File: src/rtl/alarm_buzzer_scheduler.sv
// alarm_buzzer_scheduler
// Shares one buzzer pin among three alarm channels. Requests are latched as
// pending, served round-robin, and each grant produces a fixed-length tone
// burst (per-channel pattern) followed by a silent gap. Every output is a
// register so downstream pin logic sees glitch-free levels.
//
// Handshake: req carries no valid/ready pair. A request is accepted on any
// clock edge where req[i]=1, in every state and regardless of enable, and it
// sits in pending[i] until the scheduler grants that channel. There is no
// backpressure; repeated requests for an already pending channel merge.

module alarm_buzzer_scheduler #(
    parameter int ON_CYCLES  = 32,
    parameter int GAP_CYCLES = 8,
    parameter int TONE_DIV   = 4
) (
    input  logic       clk,
    input  logic       rst_n,
    input  logic       enable,
    input  logic [2:0] req,
    output logic [2:0] grant,
    output logic [2:0] pending,
    output logic       busy,
    output logic [2:0] done,
    output logic       buzzer_out
);

    // Timer only has to count to the longer of the two timed states.
    localparam int MAX_CYCLES = (ON_CYCLES > GAP_CYCLES) ? ON_CYCLES : GAP_CYCLES;
    localparam int TW         = (MAX_CYCLES > 1) ? $clog2(MAX_CYCLES) : 1;

    localparam logic [TW-1:0] ON_LAST  = TW'(ON_CYCLES - 1);
    localparam logic [TW-1:0] GAP_LAST = TW'(GAP_CYCLES - 1);

    typedef enum logic [1:0] {
        IDLE  = 2'd0,
        SOUND = 2'd1,
        GAP   = 2'd2
    } state_t;

    state_t        state;
    logic [TW-1:0] timer;
    // Channel of the most recent grant; during SOUND it is also the channel
    // currently sounding, so no separate "current channel" register is kept.
    logic [1:0]    last_grant;

    logic [1:0]    rr_start;
    logic [1:0]    sel;
    logic [2:0]    sel_onehot;
    logic [2:0]    cur_onehot;
    logic [TW-1:0] next_phase;

    // Convert a channel index to its one-hot grant/done vector.
    function automatic logic [2:0] to_onehot(input logic [1:0] ch);
        logic [2:0] v;
        v = 3'b000;
        case (ch)
            2'd0:    v = 3'b001;
            2'd1:    v = 3'b010;
            2'd2:    v = 3'b100;
            default: v = 3'b000;
        endcase
        return v;
    endfunction

    // First set bit of vec, scanning upward from start with wrap at 3.
    function automatic logic [1:0] rr_pick(input logic [1:0] start,
                                           input logic [2:0] vec);
        logic [1:0] idx;
        logic [1:0] pick;
        logic       found;
        idx   = start;
        pick  = start;
        found = 1'b0;
        for (int n = 0; n < 3; n++) begin
            if (!found && vec[idx]) begin
                pick  = idx;
                found = 1'b1;
            end
            idx = (idx == 2'd2) ? 2'd0 : idx + 2'd1;
        end
        return pick;
    endfunction

    // Tone level for a channel at a given burst phase. The phase is cut into
    // TONE_DIV-cycle slots k: ch0 is steady, ch1 toggles every slot, ch2 is on
    // for one slot out of every four.
    function automatic logic tone_bit(input logic [1:0]    ch,
                                      input logic [TW-1:0] phase);
        logic [31:0] k;
        logic        b;
        k = 32'(phase) / 32'(TONE_DIV);
        case (ch)
            2'd0:    b = 1'b1;
            2'd1:    b = (k[0] == 1'b0);
            2'd2:    b = (k[1:0] == 2'b00);
            default: b = 1'b0;
        endcase
        return b;
    endfunction

    // Round-robin arbitration: start one past the last served channel.
    always_comb begin
        rr_start   = (last_grant == 2'd2) ? 2'd0 : last_grant + 2'd1;
        sel        = rr_pick(rr_start, pending);
        sel_onehot = to_onehot(sel);
        cur_onehot = to_onehot(last_grant);
        next_phase = timer + TW'(1);
    end

    // Scheduler FSM together with the pending latch; all outputs registered.
    always_ff @(posedge clk) begin
        if (!rst_n) begin
            state      <= IDLE;
            timer      <= '0;
            last_grant <= 2'd2;
            grant      <= 3'b000;
            pending    <= 3'b000;
            done       <= 3'b000;
            busy       <= 1'b0;
            buzzer_out <= 1'b0;
        end else begin
            // done is a single-cycle pulse; only the burst-complete branch
            // raises it.
            done    <= 3'b000;
            // New requests always latch; branches below add clears or re-sets.
            pending <= pending | req;

            case (state)
                IDLE: begin
                    buzzer_out <= 1'b0;
                    grant      <= 3'b000;
                    if (enable && (pending != 3'b000)) begin
                        state      <= SOUND;
                        busy       <= 1'b1;
                        grant      <= sel_onehot;
                        last_grant <= sel;
                        timer      <= '0;
                        buzzer_out <= tone_bit(sel, '0);
                        // Same-cycle request for the granted channel survives.
                        pending    <= (pending & ~sel_onehot) | req;
                    end else begin
                        busy <= 1'b0;
                    end
                end

                SOUND: begin
                    if (!enable) begin
                        // Aborted burst: silence now, re-queue the channel so
                        // it replays in full once enabled again.
                        state      <= GAP;
                        grant      <= 3'b000;
                        buzzer_out <= 1'b0;
                        timer      <= '0;
                        pending    <= pending | req | cur_onehot;
                    end else if (timer == ON_LAST) begin
                        state      <= GAP;
                        grant      <= 3'b000;
                        buzzer_out <= 1'b0;
                        timer      <= '0;
                        done       <= cur_onehot;
                    end else begin
                        timer      <= next_phase;
                        buzzer_out <= tone_bit(last_grant, next_phase);
                    end
                end

                GAP: begin
                    buzzer_out <= 1'b0;
                    grant      <= 3'b000;
                    if (timer == GAP_LAST) begin
                        // Always return through IDLE before the next grant.
                        state <= IDLE;
                        busy  <= 1'b0;
                        timer <= '0;
                    end else begin
                        timer <= next_phase;
                    end
                end

                default: begin
                    state      <= IDLE;
                    busy       <= 1'b0;
                    grant      <= 3'b000;
                    buzzer_out <= 1'b0;
                    timer      <= '0;
                end
            endcase
        end
    end

    // Structural invariants of the registered outputs.
    grant_onehot_a : assert property (@(posedge clk) disable iff (!rst_n)
        $onehot0(grant));
    done_onehot_a : assert property (@(posedge clk) disable iff (!rst_n)
        $onehot0(done));
    busy_state_a : assert property (@(posedge clk) disable iff (!rst_n)
        busy == (state != IDLE));
    quiet_outside_sound_a : assert property (@(posedge clk) disable iff (!rst_n)
        (state != SOUND) |-> (!buzzer_out && grant == 3'b000));

endmodule

File: config.mk
export PLATFORM = sky130hd
export DESIGN_NAME = alarm_buzzer_scheduler
export DESIGN_NICKNAME = d
export VERILOG_FILES = /design/src/rtl/alarm_buzzer_scheduler.sv
export SDC_FILE = /design/constraint.sdc
export NUM_CORES = 1
export LEC_CHECK = 0
export CORE_ASPECT_RATIO = 0.7
export CORE_MARGIN = 2
export CORE_UTILIZATION = 56
export DETAILED_ROUTE_END_ITERATION = 10
export GPL_TIMING_DRIVEN = 0
export PLACE_DENSITY_LB_ADDON = 0.08
export SLEW_MARGIN = 20
export SYNTH_ARGS = -nofsm -noshare
export SYNTH_HDL_FRONTEND = slang
export SYNTH_SLANG_ARGS = --single-unit
File: constraint.sdc
create_clock -name clk -period 3.9 [get_ports clk]
set_clock_uncertainty 0.2 [all_clocks]
set_input_delay 0.39 -clock clk [delete_from_list [all_inputs] [get_ports clk]]
set_output_delay 0.39 -clock clk [all_outputs]
set_load 0.03 [all_outputs]
==> results_dict.tcl <==
set metrics [dict create \
    placementRows 13 \
    async_flop_share_pct 0 \
    instances_no_fill 176 \
    gp_congestion 0.8353 \
    max_stage_delay_ps 390 \
    clock_sinks 20 \
    die_w_um 57.98 \
    portBuffers 16 \
    netlist_area_sq_um 1142 \
    dieArea_sq_um 2423 \
    maxCapViolations 0 \
    dp_cells 172 \
    vdd_ir_drop_max_mv 0.4066 \
    fillers 138 \
    via_per_inst 5.949 \
    fmax_mhz 457.1 \
    min_period_ps 2188 \
    hold_slack_ps 263.2 \
    finalCritPeriodShare_pct 56.10 \
    cp_max_fo 8 \
    routed_wl_mm 2.582 \
    antenna_found_initial 0 \
    final-setup-viol-count 0 \
    worst_slew_pin_slew_ps 478.5 \
    antenna-diode-count 0 \
    ys_warn_count 0 \
    design.core.area_sq_um 1887 \
    drt_iter0_markers 36 \
    yosys_register_bits 20 \
    path_clk_slew_ps 120 \
    cts_buffer_depth 2 \
    rsz0062_at_grt "no" \
    track_usage_pct 23.59 \
    crit_type "reg2reg" \
    ys_seq_area_share_pct 35.05 \
    synth_edf_count 0 \
    htreeDepth 1 \
    cts_tree "yes" \
    synth_cell_type_count 39 \
    cts-buffers-inserted 3 \
    grt_pass1_wl_mm 4.367 \
    cts_root_buffer "clkbuf_4" \
    wl_per_cell_um 14.67 \
    holdBufCountCts 0 \
    cp_data_required_time_ps 3900 \
    final_core_util_pct 73.28 \
    grt.overflow.total 0 \
    power.density_nw_per_um2 399.6 \
    syn_avg_cell_area_sq_um 8.525 \
    tns_ps 0 \
    io_pins 17 \
    layout-drive-gt1-share_pct 10.39 \
    hold_violations 0 \
    p_leak_nw 0.5387 \
    crit_slowest_cell "dfxtp_1" \
    crit_chain "ha_1 > and3_1 > ha_1 > and3b_1 > buf_6 > a21oi_1 > a21oi_1 > a41o_1" \
    syn_to_final_growth_pct 21.03 \
    final_nets 166 \
    status "finished, final reports clean" \
    start_util_pct 60.54 \
    grt_max_degree 13 \
    synth_flop_cell "dfxtp_1" \
    hold_class "reg2reg" \
    slew_headroom_pct 68.10 \
    insertion_delay_ps 310 \
    slew_viol_final 0 \
    dr.pass1.iters 4 \
    drc 0 \
    syn_nets 145 \
    arrival_ps 2190 \
    die-height_um 41.79 \
    reg2reg_slack_ps 1710 \
    hpwlAfterDp_mm 1.972 \
    endpoint_kind "flop" \
    p_total_mw 0.5524 \
    vias 1047 \
    synthCells 134 \
    postCtsSetupBuffers 0 \
    crit_path_start_kind "flop" \
    drt.antenna.violating_nets 0 \
    grt_pass1_vias 936 \
    cts_resized 0 \
]
==> synth_stat cells, types with 2 or more instances <==
master / number / area share [%]
nand3_1: 6 / 2.6
buf_2: 4 / 1.8
nor2b_1: 5 / 2.7
mux2i_1: 3 / 2.6
a31oi_1: 2 / 1.1
and3_1: 2 / 1.1
clkbuf_1: 2 / 0.66
nand3b_1: 3 / 2.0
o21a_1: 4 / 2.6
inv_1: 6 / 2.0
o22ai_1: 6 / 3.3
nor3b_1: 3 / 2.0
xnor2_1: 2 / 1.5
a21boi_1: 4 / 2.6
o21bai_1: 2 / 1.3
ha_1: 5 / 5.5
buf_6: 3 / 3.0
dfxtp_1: 20 / 35
nor2_1: 6 / 2.0
nor3_1: 4 / 1.8
nand2_1: 16 / 5.3
o21ai_1: 3 / 1.3
a21oi_1: 7 / 3.1
==> cell families after synthesis <==
group,after synthesis,synth area share [%]
compound gates,37,22.67
mux,3,2.629
fa+ha+maj,5,5.476
xor+xnor,2,1.534
flops,20,35.05
simple gates,51,24.64
buf+inv,16,7.996
==> routing by layer <==
layer  vias to the layer above  wire [um]  GRT usage (%)
met5                         -          0              0
met4                         0         16          4.186
met3                         2        160          7.788
met2                        44       1179          36.82
met1                       485       1226          32.05
li1                        516          -              -
==> worst paths after layout <==
kind                  from  endpoint  depth (start not counted)
setup / recovery  timer[0]  state[1]                          8
hold / removal    grant[1]  grant[1]                          2
setup reg to reg  timer[0]  state[1]                          8
hold reg to reg   grant[1]  grant[1]                          2
==> state kept, by name, summed over array words and instances (netlist names) <==
signal	cells
timer	5
done	3
grant	3
pending	3
last_grant	2
state	2
busy	1
buzzer_out	1
==> final cells by class <==
type	count	area [sq um]	area share (%)
repair buffers	16	160.2	11.58
well taps	22	27.53	1.991
flip-flops and latches	20	400.4	28.96
plain buffers	10	68.82	4.977
clock buffers	3	22.52	1.629
clock inverters	1	30.03	2.172
inverters	6	22.52	1.629
multi-input cells	98	650.6	47.06
==> cells in the final DEF, fill, tap and decap left out, types with 5 or more instances in the layout <==
cell / count
clkdlybuf4s50_1: 16
dfxtp_1: 20
o22ai_1: 6
nand2_1: 16
nand3_1: 6
ha_1: 5
inv_1: 6
nor2b_1: 5
a21oi_1: 7
nor2_1: 6
==> worst max-delay path, delay by kind of cell, from the launching register on <==
family | cells | cell delay, ps
AOI/OAI and AO/OA | 3 | 510
adders and majority gates | 2 | 450
DFF | 1 | 390
and+or+nand+nor | 2 | 390
buffers and inverters | 1 | 130
==> per-stage QoR <==
step                      instance area (sq um)  setup slack, ps
final                                      1383             1712
after global routing                       1383             1563
after CTS                                  1383             1730
after detailed placement                   1330             1755
after global placement                     1330             1852
after floorplan                            1142             2007
==> power by group <==
| group | leakage [nW] | switching (mW) | internal [mW] | total, mW |
|---|---|---|---|---|
| registers | 0.163 | 0.00826 | 0.217 | 0.225 |
| clock network | 0.0279 | 0.0643 | 0.104 | 0.168 |
| logic | 0.347 | 0.0929 | 0.0660 | 0.159 |
(Power assumes the default switching activity.)
